### src/rtl/pipe_stall_ctrl_pkg.sv
// Shared pipeline-control types: FSM state encoding, stall/flush cause priority
// and the control-word patterns that the hazard and forwarding units also decode.
package pipe_pkg;

  typedef enum logic [1:0] {
    RUN       = 2'd0,
    HAZ_STALL = 2'd1,
    MEM_WAIT  = 2'd2
  } state_e;

  // Highest-priority request active this cycle; CAUSE_NONE means free-running.
  typedef enum logic [2:0] {
    CAUSE_NONE   = 3'd0,
    CAUSE_FREEZE = 3'd1,
    CAUSE_BRANCH = 3'd2,
    CAUSE_HAZARD = 3'd3,
    CAUSE_FETCH  = 3'd4
  } cause_e;

  typedef struct packed {
    logic pc_write;
    logic if_id_write;
    logic if_id_flush;
    logic id_ex_write;
    logic id_ex_flush;
    logic ex_mem_write;
    logic mem_wb_flush;
  } ctrl_t;

  localparam ctrl_t CTRL_RESET  = 7'b0010101;
  localparam ctrl_t CTRL_IDLE   = 7'b1101010;
  localparam ctrl_t CTRL_FREEZE = 7'b0000001;
  localparam ctrl_t CTRL_BRANCH = 7'b1111110;
  localparam ctrl_t CTRL_HAZARD = 7'b0001110;
  localparam ctrl_t CTRL_FETCH  = 7'b0111010;

  function automatic cause_e decode_cause(input logic mem_freeze,
                                          input logic branch_taken,
                                          input logic hazard,
                                          input logic imem_ready);
    cause_e c;
    c = CAUSE_NONE;
    if (mem_freeze)       c = CAUSE_FREEZE;
    else if (branch_taken) c = CAUSE_BRANCH;
    else if (hazard)       c = CAUSE_HAZARD;
    else if (!imem_ready)  c = CAUSE_FETCH;
    return c;
  endfunction

  function automatic ctrl_t cause_ctrl(input cause_e c);
    ctrl_t w;
    w = CTRL_IDLE;
    case (c)
      CAUSE_FREEZE: w = CTRL_FREEZE;
      CAUSE_BRANCH: w = CTRL_BRANCH;
      CAUSE_HAZARD: w = CTRL_HAZARD;
      CAUSE_FETCH:  w = CTRL_FETCH;
      default:      w = CTRL_IDLE;
    endcase
    return w;
  endfunction

endpackage

### src/rtl/pipe_stall_ctrl_if.sv
// Request/control bundle between the pipeline stages (master) and the
// stall controller (slave), plus the controller's status and debug view.
interface pipe_stall_ctrl_if #(
  parameter int CNT_W = 32
);
  import pipe_pkg::*;

  // Handshakes are level-sampled every cycle: imem_ready says fetch data is
  // valid now; a MEM access is outstanding while dmem_req=1 and completes in
  // the cycle dmem_ready=1. There is no skid: a stage holds its request until done.
  logic             hazard;
  logic             branch_taken;
  logic             imem_ready;
  logic             dmem_req;
  logic             dmem_ready;

  logic             pc_write;
  logic             if_id_write;
  logic             if_id_flush;
  logic             id_ex_write;
  logic             id_ex_flush;
  logic             ex_mem_write;
  logic             mem_wb_flush;

  logic [CNT_W-1:0] stall_cnt;
  logic [CNT_W-1:0] flush_cnt;
  logic             hazard_err;
  logic             mem_timeout;

  state_e           dbg_state;
  cause_e           dbg_cause;

  modport master (
    output hazard, branch_taken, imem_ready, dmem_req, dmem_ready,
    input  pc_write, if_id_write, if_id_flush, id_ex_write, id_ex_flush,
    input  ex_mem_write, mem_wb_flush,
    input  stall_cnt, flush_cnt, hazard_err, mem_timeout,
    input  dbg_state, dbg_cause
  );

  modport slave (
    input  hazard, branch_taken, imem_ready, dmem_req, dmem_ready,
    output pc_write, if_id_write, if_id_flush, id_ex_write, id_ex_flush,
    output ex_mem_write, mem_wb_flush,
    output stall_cnt, flush_cnt, hazard_err, mem_timeout,
    output dbg_state, dbg_cause
  );

endinterface

### src/rtl/pipe_stall_ctrl_sat_counter.sv
// Up-counter that sticks at all-ones instead of wrapping; clr wins over inc.
module sat_counter #(
  parameter int W = 8
) (
  input  logic         clk,
  input  logic         rst_n,
  input  logic         clr,
  input  logic         inc,
  output logic [W-1:0] q
);

  logic [W-1:0] r_q;

  always_ff @(posedge clk) begin
    if (!rst_n || clr) begin
      r_q <= '0;
    end else if (inc && (r_q != {W{1'b1}})) begin
      r_q <= r_q + 1'b1;
    end
  end

  assign q = r_q;

endmodule

### src/rtl/pipe_stall_ctrl.sv
// Central stall/flush controller: combinational priority decode of the stage
// requests, plus an FSM that tracks hazard repeats and long MEM waits.
module pipe_stall_ctrl
  import pipe_pkg::*;
#(
  parameter int CNT_W   = 32,
  parameter int TIMEOUT = 1024
) (
  input  logic            clk,
  input  logic            rst_n,
  pipe_stall_ctrl_if.slave bus
);

  // wait_cnt only needs to reach TIMEOUT-1; it saturates there.
  localparam int                WAIT_W     = (TIMEOUT < 2) ? 1 : $clog2(TIMEOUT);
  localparam bit                TIMEOUT_EN = (TIMEOUT != 0);
  localparam logic [WAIT_W-1:0] WAIT_LAST  = TIMEOUT_EN ? WAIT_W'(TIMEOUT - 1) : '0;

  logic              w_mem_freeze;
  cause_e            w_cause;
  ctrl_t             w_ctrl;

  state_e            r_state;
  state_e            w_state_nxt;
  logic              w_hazard_err_set;
  logic              w_timeout_set;
  logic              r_hazard_err;
  logic              r_mem_timeout;

  logic [WAIT_W-1:0] w_wait_cnt;
  logic [CNT_W-1:0]  w_stall_cnt;
  logic [CNT_W-1:0]  w_flush_cnt;
  logic              w_stall_inc;
  logic              w_flush_inc;

  assign w_mem_freeze = bus.dmem_req & ~bus.dmem_ready;
  assign w_cause      = decode_cause(w_mem_freeze, bus.branch_taken, bus.hazard, bus.imem_ready);

  // Reset forces every register to hold a bubble, independent of requests.
  always_comb begin
    w_ctrl = CTRL_RESET;
    if (rst_n) begin
      w_ctrl = cause_ctrl(w_cause);
    end
  end

  assign bus.pc_write     = w_ctrl.pc_write;
  assign bus.if_id_write  = w_ctrl.if_id_write;
  assign bus.if_id_flush  = w_ctrl.if_id_flush;
  assign bus.id_ex_write  = w_ctrl.id_ex_write;
  assign bus.id_ex_flush  = w_ctrl.id_ex_flush;
  assign bus.ex_mem_write = w_ctrl.ex_mem_write;
  assign bus.mem_wb_flush = w_ctrl.mem_wb_flush;

  always_ff @(posedge clk) begin
    if (!rst_n) begin
      r_state <= RUN;
    end else begin
      r_state <= w_state_nxt;
    end
  end

  always_comb begin
    w_state_nxt      = r_state;
    w_hazard_err_set = 1'b0;
    case (r_state)
      RUN: begin
        if (w_mem_freeze) begin
          w_state_nxt = MEM_WAIT;
        end else if (bus.hazard && !bus.branch_taken) begin
          w_state_nxt = HAZ_STALL;
        end else begin
          w_state_nxt = RUN;
        end
      end
      HAZ_STALL: begin
        if (w_mem_freeze) begin
          w_state_nxt = MEM_WAIT;
        end else if (bus.hazard && !bus.branch_taken) begin
          // A load-use bubble should clear ID in one cycle; a repeat means the
          // hazard unit is stuck.
          w_hazard_err_set = 1'b1;
          w_state_nxt      = HAZ_STALL;
        end else begin
          w_state_nxt = RUN;
        end
      end
      MEM_WAIT: begin
        if (!w_mem_freeze) begin
          w_state_nxt = RUN;
        end
      end
      default: w_state_nxt = RUN;
    endcase
  end

  // wait_cnt counts frozen cycles so far, so the flag sets on the edge that
  // closes the TIMEOUT-th consecutive frozen cycle.
  assign w_timeout_set = TIMEOUT_EN && w_mem_freeze && (w_wait_cnt == WAIT_LAST);

  always_ff @(posedge clk) begin
    if (!rst_n) begin
      r_hazard_err  <= 1'b0;
      r_mem_timeout <= 1'b0;
    end else begin
      r_hazard_err  <= r_hazard_err  | w_hazard_err_set;
      r_mem_timeout <= r_mem_timeout | w_timeout_set;
    end
  end

  assign w_stall_inc = ~w_ctrl.pc_write;
  assign w_flush_inc = (w_cause == CAUSE_BRANCH);

  sat_counter #(.W(CNT_W)) u_stall_cnt (
    .clk   (clk),
    .rst_n (rst_n),
    .clr   (1'b0),
    .inc   (w_stall_inc),
    .q     (w_stall_cnt)
  );

  sat_counter #(.W(CNT_W)) u_flush_cnt (
    .clk   (clk),
    .rst_n (rst_n),
    .clr   (1'b0),
    .inc   (w_flush_inc),
    .q     (w_flush_cnt)
  );

  sat_counter #(.W(WAIT_W)) u_wait_cnt (
    .clk   (clk),
    .rst_n (rst_n),
    .clr   (~w_mem_freeze),
    .inc   (w_mem_freeze),
    .q     (w_wait_cnt)
  );

  assign bus.stall_cnt   = w_stall_cnt;
  assign bus.flush_cnt   = w_flush_cnt;
  assign bus.hazard_err  = r_hazard_err;
  assign bus.mem_timeout = r_mem_timeout;
  assign bus.dbg_state   = r_state;
  assign bus.dbg_cause   = w_cause;

endmodule
### src/flat_wrapper.sv
// flat-port wrapper written by rule: the top's interface ports become plain ports
module pipe_stall_ctrl_flat import pipe_pkg::*;
#(
  parameter int CNT_W   = 32,
  parameter int TIMEOUT = 1024
)
  (clk, rst_n, bus_hazard, bus_branch_taken, bus_imem_ready, bus_dmem_req, bus_dmem_ready, bus_pc_write, bus_if_id_write, bus_if_id_flush, bus_id_ex_write, bus_id_ex_flush, bus_ex_mem_write, bus_mem_wb_flush, bus_stall_cnt, bus_flush_cnt, bus_hazard_err, bus_mem_timeout, bus_dbg_state, bus_dbg_cause);
  pipe_stall_ctrl_if #(.CNT_W(CNT_W)) bus_i ();
  input  logic clk;
  input  logic rst_n;
  input wire logic [$bits(bus_i.hazard)-1:0] bus_hazard;
  input wire logic [$bits(bus_i.branch_taken)-1:0] bus_branch_taken;
  input wire logic [$bits(bus_i.imem_ready)-1:0] bus_imem_ready;
  input wire logic [$bits(bus_i.dmem_req)-1:0] bus_dmem_req;
  input wire logic [$bits(bus_i.dmem_ready)-1:0] bus_dmem_ready;
  output wire logic [$bits(bus_i.pc_write)-1:0] bus_pc_write;
  output wire logic [$bits(bus_i.if_id_write)-1:0] bus_if_id_write;
  output wire logic [$bits(bus_i.if_id_flush)-1:0] bus_if_id_flush;
  output wire logic [$bits(bus_i.id_ex_write)-1:0] bus_id_ex_write;
  output wire logic [$bits(bus_i.id_ex_flush)-1:0] bus_id_ex_flush;
  output wire logic [$bits(bus_i.ex_mem_write)-1:0] bus_ex_mem_write;
  output wire logic [$bits(bus_i.mem_wb_flush)-1:0] bus_mem_wb_flush;
  output wire logic [$bits(bus_i.stall_cnt)-1:0] bus_stall_cnt;
  output wire logic [$bits(bus_i.flush_cnt)-1:0] bus_flush_cnt;
  output wire logic [$bits(bus_i.hazard_err)-1:0] bus_hazard_err;
  output wire logic [$bits(bus_i.mem_timeout)-1:0] bus_mem_timeout;
  output wire logic [$bits(bus_i.dbg_state)-1:0] bus_dbg_state;
  output wire logic [$bits(bus_i.dbg_cause)-1:0] bus_dbg_cause;
  assign bus_i.hazard = bus_hazard;
  assign bus_i.branch_taken = bus_branch_taken;
  assign bus_i.imem_ready = bus_imem_ready;
  assign bus_i.dmem_req = bus_dmem_req;
  assign bus_i.dmem_ready = bus_dmem_ready;
  assign bus_pc_write = bus_i.pc_write;
  assign bus_if_id_write = bus_i.if_id_write;
  assign bus_if_id_flush = bus_i.if_id_flush;
  assign bus_id_ex_write = bus_i.id_ex_write;
  assign bus_id_ex_flush = bus_i.id_ex_flush;
  assign bus_ex_mem_write = bus_i.ex_mem_write;
  assign bus_mem_wb_flush = bus_i.mem_wb_flush;
  assign bus_stall_cnt = bus_i.stall_cnt;
  assign bus_flush_cnt = bus_i.flush_cnt;
  assign bus_hazard_err = bus_i.hazard_err;
  assign bus_mem_timeout = bus_i.mem_timeout;
  assign bus_dbg_state = bus_i.dbg_state;
  assign bus_dbg_cause = bus_i.dbg_cause;
  pipe_stall_ctrl #(.CNT_W(CNT_W), .TIMEOUT(TIMEOUT)) u_core (.clk(clk), .rst_n(rst_n), .bus(bus_i));
endmodule
### config.mk
export PLATFORM = sky130hd
export DESIGN_NAME = pipe_stall_ctrl_flat
export DESIGN_NICKNAME = d
export VERILOG_FILES = /design/src/rtl/pipe_stall_ctrl_pkg.sv /design/src/rtl/pipe_stall_ctrl_if.sv /design/src/rtl/pipe_stall_ctrl_sat_counter.sv /design/src/rtl/pipe_stall_ctrl.sv /design/src/flat_wrapper.sv
export SDC_FILE = /design/constraint.sdc
export NUM_CORES = 1
export LEC_CHECK = 0
export BUFFER_PORTS_ARGS = -buffer_cell sky130_fd_sc_hd__buf_4
export CORE_ASPECT_RATIO = 0.8
export CORE_UTILIZATION = 45
export CTS_CLUSTER_DIAMETER = 50
export DETAILED_ROUTE_END_ITERATION = 6
export GPL_TIMING_DRIVEN = 0
export PLACE_DENSITY = 0.7
export SYNTH_ARGS = -nofsm -noshare
export SYNTH_HDL_FRONTEND = slang
export SYNTH_SLANG_ARGS = --single-unit
### constraint.sdc
create_clock -name clk -period 1.9 [get_ports clk]
set_input_delay 0.38 -clock clk [delete_from_list [all_inputs] [get_ports clk]]
set_output_delay 0.38 -clock clk [all_outputs]
set_load 0.005 [all_outputs]
* Word level (Yosys, flattened, before mapping)
Index checks and enable logic that the tools add are counted.
Word-level totals: register bits 78, latch bits 0, RAM bits 0, ROM bits 0, input port bits 7, word-level logic and storage cells 49, memories kept 0
Cells by class: $add $sub $neg 3, multiply operators 0, div/mod/pow operators 0, order comparisons 0, equality and inequality tests 11, shifts and indexed selects 0, muxes and demuxes 13, bitwise operators 6, reductions and logical operators 10
Operators by type and width (number):
- adder 32 x 1 -> 32 bit (second input constant) | 2
- != test 32 bit (second input constant) | 2
- case mux 7 bit (4 select lines) | 1
- two-way mux 3 bit | 4
- adder 10 x 1 -> 10 bit (second input constant) | 1
- equality test 10 bit (second input constant) | 1
- != test 10 bit (second input constant) | 1
- two-way mux 7 bit | 1
- equality test 3 x 2 -> 1 bit (second input constant) | 2
- logical AND 1 bit | 5
- two-way mux 1 bit | 4
- two-way mux 2 bit | 2
- case mux 2 bit (2 select lines) | 1
- equality test 3 x 1 -> 1 bit (second input constant) | 1
- equality test 3 bit (second input constant) | 1
- NOT 1 bit | 3
- equality test 2 x 1 -> 1 bit (second input constant) | 1
- equality test 2 bit (second input constant) | 1
- logical NOT 1 bit | 2
- logical NOT 2 bit | 1
- != test 2 bit (second input constant) | 1
- OR 1 bit | 2
- OR reduction 2 bit | 1
- bitwise AND 1 bit | 1
- logical OR 1 bit | 1

* Depth between registers and ports, before layout
Gate-level depths: netlist of the first run.
word-level depth 9, mapped depth 8, depth with buffers taken out 6

* By module
A second synthesis of the first run with hierarchy kept.
Second synthesis, totals: cells, all modules 481, area, all modules 4117.7 µm²
Modules (own cells, without submodules):
- sat_counter (u_core.u_flush_cnt ...) | instances 2, cells each 195, area an instance 1667.8 µm², sequential area each 640.6 µm²
- sat_counter (u_core.u_wait_cnt) | instances 1, cells each 55, area an instance 508.0 µm², sequential area each 200.2 µm²
- pipe_stall_ctrl | instances 1, cells each 36, area an instance 274.0 µm², sequential area each 80.1 µm²

* Least setup slack after synthesis of the first run
OpenSTA, ideal clock, no wires.
path kind reg2reg, start register u_core.u_stall_cnt.r_q[0] (netlist: u_core.u_stall_cnt.q[0]), end register u_core.u_stall_cnt.r_q[0] (netlist: u_core.u_stall_cnt.q[0]), setup time 128 ps, arrival time 1978 ps, data required time 1772 ps, path slack -206 ps, stages on the path, launching flop included 9, path buffers 2, cells stage by stage dfxtp_1 > ha_1 > nand3_1 > or4_1 > o31ai_4 > buf_6 > buf_6 > xor2_1 > nor2_1
On the way: word-level cells in the longest chain between the ends 2, elaborated cells between the ends (all ways) 3, those cells by class add/sub: 1; eq/ne: 1; reduce/logical: 1
Ends and longest elaborated chain:
- start, declared | line pipe_stall_ctrl_sat_counter.sv:12 | logic [W-1:0] r_q;
- start signal, assigned | line pipe_stall_ctrl_sat_counter.sv:18 | r_q <= r_q + 1'b1;
- branches (longest 2 deep; another with adder 32 x 1 -> 32 bit)
Parallel ways; which one is timed is not known. A chain may end at the register's enable or synchronous reset.

* Worst setup path after layout of the first run
start register u_core.u_stall_cnt.r_q[18] (netlist: u_core.u_stall_cnt.q[18]), end register u_core.u_stall_cnt.r_q[24] (netlist: u_core.u_stall_cnt.q[24])
The elaborated chain is that of the path after synthesis.

==> metrics, run 1 <==
startpoint types=flip-flop; Vias/cell=6.03; synthesized area per cell=8.17 µm²; DR pass1 iterations=5; PnR worst setup slack=-0.148 ns; largest fanout on the critical path=5; CP peak stage delay=0.61 ns; met1 WL=5430 µm; Yosys reg bits=78; status=finished with violations; final hold violation count=0; Initial Utilization=0.465; gr usage total=0.255; asr flop ratio synth=0; die area=0.00919 mm²; fin area=0.00572 mm²; highest routed layer=met4; Netlist cell types=45; row cnt=30; final hold slack=0.364 ns; Congestion Overflow GR=0; Seq/Total Area, Yosys=0.394; # setup viols final=20; # DRC=0; clock skew=0.0131 ns; PwrDens=572 mW/mm²; EDFF count, synth=0; number of DRC markers in iteration 0=193; met3 wire len=776 µm; Area Overhead vs Synth=44.2%; fmax=488 MHz; Hold EP=u_core.u_wait_cnt.q[6]; period utilization=1.08; met2 WL=5860 µm; maximum clock path buffer count=2; clk_lat worst skew=0.36 ns; Yosys top cell area share=0.394; via count=4,455; Tmin final=2.05 ns; Setup Total Neg Slack=-2.01 ns; Core ar.=0.00852 mm²; # nets final=632; actual slew at the worst max-slew pin=0.583 ns; Yosys top cell by area=dfxtp_1; CTS root buf=clkbuf_8; leak pwr=2.10 nW; most numerous cell in the Yosys netlist=dfxtp_1; syn_nets=495; commonest cells in the netlist=dfxtp_1 (78), a21oi_1 (54), nand2_1 (43), or3_1 (33), o21ai_0 (28); routed len/inst=16.5 µm; crit-path cells=nand4_1 -> or4_4 -> o31ai_4 -> buf_6 -> buf_4 -> or4_4 -> a21oi_1; Final GP Congestion=0.799; Slew headroom=0.612; Crit-path slowest cell=or4_4; WL final=12,200 µm; PortBufs=84; Post-Syn Area=0.00396 mm²; Max IR drop VDD=0.000464 V; top_reg_cell synth=dfxtp_1; failing checks=setup timing; placed cell count=681; Reg2Reg Depth=7; min-delay src=bus_dmem_ready; Reg2Reg Capture Point=u_core.u_stall_cnt.q[24]; Worst Path Required=2.11 ns; Die W=107 µm; reg2reg start=u_core.u_stall_cnt.q[18]; cts hold-fix bufs=0; cell mode on critical path=or4_4; Max Slew Vio Count=0; chip height=85.9 µm; IO Pins=85; max-cap check violation count=0; Hold WC Path Type=in2reg; global-route wire length before repair=18,800 µm; clk sinks=78; layout cells sized above 1=0.389; dpl cell area=0.00477 mm²; detailed placer's ending HPWL=7620 µm; crit path launch=u_core.u_stall_cnt.q[18]; CTS H-tree lvls=3; initial antenna violation count=0; largest net degree at the start of global routing=14; CTS tree=done; hold depth=4; synthesized netlist cell count=485; Post-Layout Cell Count=739; Fill cells=689; Routed Antenna Nets=0; RSZ-0062 raised after global routing=true; Inserted Diodes=0; critical path arrival=2.26 ns; crit path capture type=flip-flop; clk slew on worst S/H paths=0.08 ns; synth warn=0; number of global-route vias before repair=3,922; Synth area leaders=dfxtp_1 (39%), a21oi_1 (6.8%), or3_1 (5.2%); TritonCTS buffer count=9; FF-to-FF setup slack=-0.15 ns; critical path type=reg2reg
-- area by class of cell --
class	count	area (µm²)	share of cell area
sequential	78	1660	0.291
buffer	23	183	0.0320
multi-input combinational	370	2460	0.430
inverter	10	37.5	0.00657
clock buffer	10	128	0.0223
tap	112	140	0.0245
timing repair buffer	130	1020	0.179
clock inverter	6	86.3	0.0151
-- metrics by stage --
step	util	worst slack, ns	total power, mW
5_1_grt	0.671	-0.215	3.39
4_1_cts	0.635	-0.0600	3.28
3_5_place_dp	0.560	-0.466	1.89
6_report	0.671	-0.148	3.27
2_1_floorplan	-	-0.0524	1.80
3_3_place_gp	0.560	-0.457	1.89
-- worst max-delay path, delay by kind of cell, from the launching register on --
family | cells | cell delay, ns
AND/OR/NAND/NOR | 3 | 0.89
flip-flops | 1 | 0.35
AO/OA/AOI/OAI | 2 | 0.34
buffers and inverters | 2 | 0.32
-- cells by family after synthesis --
family                     share of synthesized area
buffers and inverters                         0.0410
muxes                                         0.0152
and+or+nand+nor                                0.336
AOI/OAI and AO/OA                              0.187
adders and majority gates                    0.00947
DFF                                            0.394
xor gates and xnor gates                      0.0177
-- where the power goes --
| part | switching (mW) | internal [mW] |
|---|---|---|
| registers | 0.0207 | 1.63 |
| clock network | 0.638 | 0.738 |
| logic | 0.130 | 0.118 |
| total | 0.788 | 2.48 |
-- placed cells by master (no fill, tap or decap), types with 3 or more instances in the layout --
master / Yosys / layout
buf_6: 2 / 10
or4_1: 22 / 20
o31ai_1: 20 / 19
and4_1: 7 / 4
or4_4: 1 / 3
o21ai_0: 28 / 27
clkbuf_1: 20 / 8
nor4_2: 0 / 3
nor4_1: 13 / 10
o21ai_1: 6 / 7
o21a_1: 4 / 4
or3_1: 33 / 31
o31a_1: 4 / 4
clkbuf_2: 0 / 4
dfxtp_4: 0 / 18
clkbuf_8: 0 / 11
and2_1: 4 / 3
a21oi_1: 54 / 52
nand2b_1: 5 / 4
nor3_1: 6 / 6
nand3_4: 0 / 4
and3_1: 12 / 10
buf_8: 0 / 3
dfxtp_1: 78 / 33
xor2_1: 6 / 5
mux2i_1: 6 / 6
nand2_1: 43 / 43
inv_1: 10 / 10
buf_4: 1 / 126
nor2_1: 22 / 19
nand3_1: 27 / 21
nor2_4: 0 / 3
nand4_1: 23 / 23
dfxtp_2: 0 / 27
-- routing by layer --
layer,vias up,GRT usage
li1,2123,-
met1,2124,0.345
met2,194,0.404
met3,14,0.0585
met4,0,0.0834
met5,-,0
-- registers in the layout, indices dropped and copies added (netlist names) --
| register | count |
|---|---|
| u_core.bus.dbg_state | 2 |
| u_core.bus.hazard_err | 1 |
| u_core.bus.mem_timeout | 1 |
| u_core.u_flush_cnt.q | 32 |
| u_core.u_stall_cnt.q | 32 |
| u_core.u_wait_cnt.q | 10 |
-- how the worst max path moves through the flow --
stage / end / slack, ns / depth (start not counted)
5_1_grt: u_core.u_stall_cnt.q[12] / -0.22 / 7
3_5_place_dp: u_core.u_flush_cnt.q[20] / -0.47 / 8
3_3_place_gp: u_core.u_flush_cnt.q[20] / -0.46 / 8
4_1_cts: u_core.u_stall_cnt.q[0] / -0.06 / 7
2_1_floorplan: u_core.u_stall_cnt.q[0] / -0.05 / 8
6_report: u_core.u_stall_cnt.q[24] / -0.15 / 7
-- what timing repair did --
action	in CTS	in global routing
buffers inserted	25	20
gates cloned	1	0
gates resized for setup	70	64
setup endpoints to repair	66	69
pin swaps	13	16
(Power assumes the default switching activity.)
==> inputs of run 2 (changes only) <==
- CORE_ASPECT_RATIO: 0.8 -> 0.9
==> run 2 against run 1 <==
  * The flow still finishes with violations (setup timing)
  * Core utilization up 2.7 points
  * Cell area rose by 4.7%
  * Sequential power about the same
  * First-iteration DRC count grew 62%
  * Maximum frequency shrank 2.5%
  * Critical path depth rose by 1
  * Clock power about the same
  * Critical endpoint is now u_core.u_stall_cnt.q[17]
  * Highest routed layer unchanged
==> metrics, run 2 (synthesis gave the netlist of run 1 again) <==
period utilization=1.11 (+0.0279); Worst Path Required=2.11 ns (about the same); Vias/cell=6.05 (+0.42%); fin area=0.00598 mm² (+4.7%); Fill cells=648 (-6.0%); actual slew at the worst max-slew pin=0.598 ns (+0.0159 ns); initial antenna violation count=0 (unchanged); startpoint types=flip-flop; placed cell count=688 (+1.0%); routed len/inst=17.1 µm (+4.0%); max-cap check violation count=0 (unchanged); gr busiest metal=met2; met1 usage=0.344 (-0.000911); RSZ-0062 raised after global routing=true; DR pass1 iterations=7 (+2); Max Slew Vio Count=0 (unchanged); critical path arrival=2.31 ns (+0.05 ns); Congestion Overflow GR=0 (unchanged); Core ar.=0.00857 mm² (+0.56%); Initial Utilization=0.463 (-0.00258); Hold WC Path Type=in2reg; row cnt=32 (+6.7%); detailed placer's ending HPWL=7730 µm (+1.3%); leak pwr=2.25 nW (+7.1%); clk slew on worst S/H paths=0.08 ns (about the same); Routed Antenna Nets=0 (unchanged); commonest non-fill, non-tap cell in the layout=buf_4; clk_lat worst skew=0.35 ns (about the same); final hold violation count=0 (unchanged); largest fanout on the critical path=7 (+2); number of DRC markers in iteration 0=313 (+62%); maximum clock path buffer count=2 (unchanged); # setup viols final=33 (+65%); Inserted Diodes=0 (unchanged); status=finished with violations; critical path type=reg2reg; die area=0.00919 mm² (about the same); routing usage on met3=0.0670 (+0.00846); Slew headroom=0.599 (-0.0130); WL final=13,100 µm (+7.7%); PortBufs=84 (unchanged); Area Overhead vs Synth=50.9%; dpl cell area=0.00478 mm² (+0.18%); global-route wire length before repair=19,100 µm (+1.8%); largest net degree at the start of global routing=13 (-1); clk sinks=78 (unchanged); PnR worst setup slack=-0.201 ns (-0.0530 ns); most frequent cells in the layout=buf_4 (142), a21oi_1 (48), nand2_1 (41); # DRC=0 (unchanged); PwrDens=547 mW/mm² (-4.4%); Tmin final=2.10 ns (+0.0530 ns); clock skew=0.00618 ns (-0.00687 ns); via count=4,631 (+4.0%); Die W=101 µm (-5.6%); Post-Layout Cell Count=765 (+3.5%); CTS H-tree lvls=3 (unchanged); fmax=476 MHz (-2.5%); # nets final=651 (+3.0%); chip height=91.0 µm (+5.9%); crit path capture type=flip-flop; Final GP Congestion=0.829 (+3.8%); grt met2 use=0.421 (+0.0177); CTS root buf=clkbuf_8; number of global-route vias before repair=3,917 (-0.13%); IO Pins=85 (unchanged); failing checks=setup timing; layout cells sized above 1=0.427 (+0.0381); final cell utilization of the core=0.698 (+0.0274); gr usage total=0.261 (+0.00537); CTS tree=done; TritonCTS buffer count=9 (unchanged); Max IR drop VDD=0.000401 V (-14%)
run 2: through the flow:
stage	worst slack, ns	hold slack (ns)	power, mW	setup TNS [ns]
after global placement	-0.455	0.457	1.89	-20.90
final	-0.201	0.368	3.27	-3.82
after detailed placement	-0.494	0.459	1.89	-22.91
after floorplan	-0.0524	0.450	1.80	-0.0524
after global routing	-0.240	0.380	3.38	-5.89
after CTS	-0.0605	0.348	3.27	-0.333
run 2: per-layer routing:
| metal | part of all wire | up-vias |
|---|---|---|
| met5 | 0 | - |
| met4 | 0.018 | 0 |
| met3 | 0.086 | 31 |
| met2 | 0.48 | 231 |
| met1 | 0.42 | 2213 |
| li1 | - | 2156 |
run 2: critical path, stage by stage, from the launching register on:
cell and delay [ns]:
dfxtp_2 0.38, nand4_1 0.18, buf_4 0.19, or4_4 0.45, buf_6 0.14, nor3_4 0.27
buf_6 0.17, or3_1 0.12, a21oi_1 0.06
run 2: final cells by class:
type | instances | area (µm²) | area share
plain buffers | 23 | 183 | 0.0305
flip-flops and latches | 78 | 1670 | 0.279
well taps | 119 | 149 | 0.0249
clock buffers | 12 | 145 | 0.0243
multi-input cells | 370 | 2530 | 0.423
repair buffers | 149 | 1200 | 0.201
inverters | 10 | 37.5 | 0.00627
clock inverters | 4 | 70.1 | 0.0117
run 2: path summary, 6_finish.rpt:
check | from | endpoint | slack, ns | cells after the start
worst max-delay path | u_core.u_stall_cnt.q[18] | u_core.u_stall_cnt.q[17] | -0.20 | 8
worst min-delay path | rst_n | u_core.bus.dbg_state[0] | 0.37 | 3
worst max register to register | u_core.u_stall_cnt.q[18] | u_core.u_stall_cnt.q[17] | -0.20 | 8
worst min register to register | u_core.bus.dbg_state[1] | u_core.bus.dbg_state[1] | 0.48 | 1
run 2: where the power goes:
part | switching [mW] | internal, mW | leakage, nW
Combinational | 0.128 | 0.110 | 1.48
Sequential | 0.0188 | 1.62 | 0.657
Clock | 0.618 | 0.774 | 0.110
Total | 0.765 | 2.51 | 2.25
run 2: timing repair:
| item | 4_1_cts | 5_1_grt |
|---|---|---|
| pin swaps | 22 | 46 |
| cloned | 2 | 3 |
| resized for setup | 83 | 75 |
| setup endpoints to repair | 65 | 70 |
| hold buffers | 0 | 0 |
| endpoints found under the hold margin | 0 | 0 |
| setup buffers | 30 | 33 |
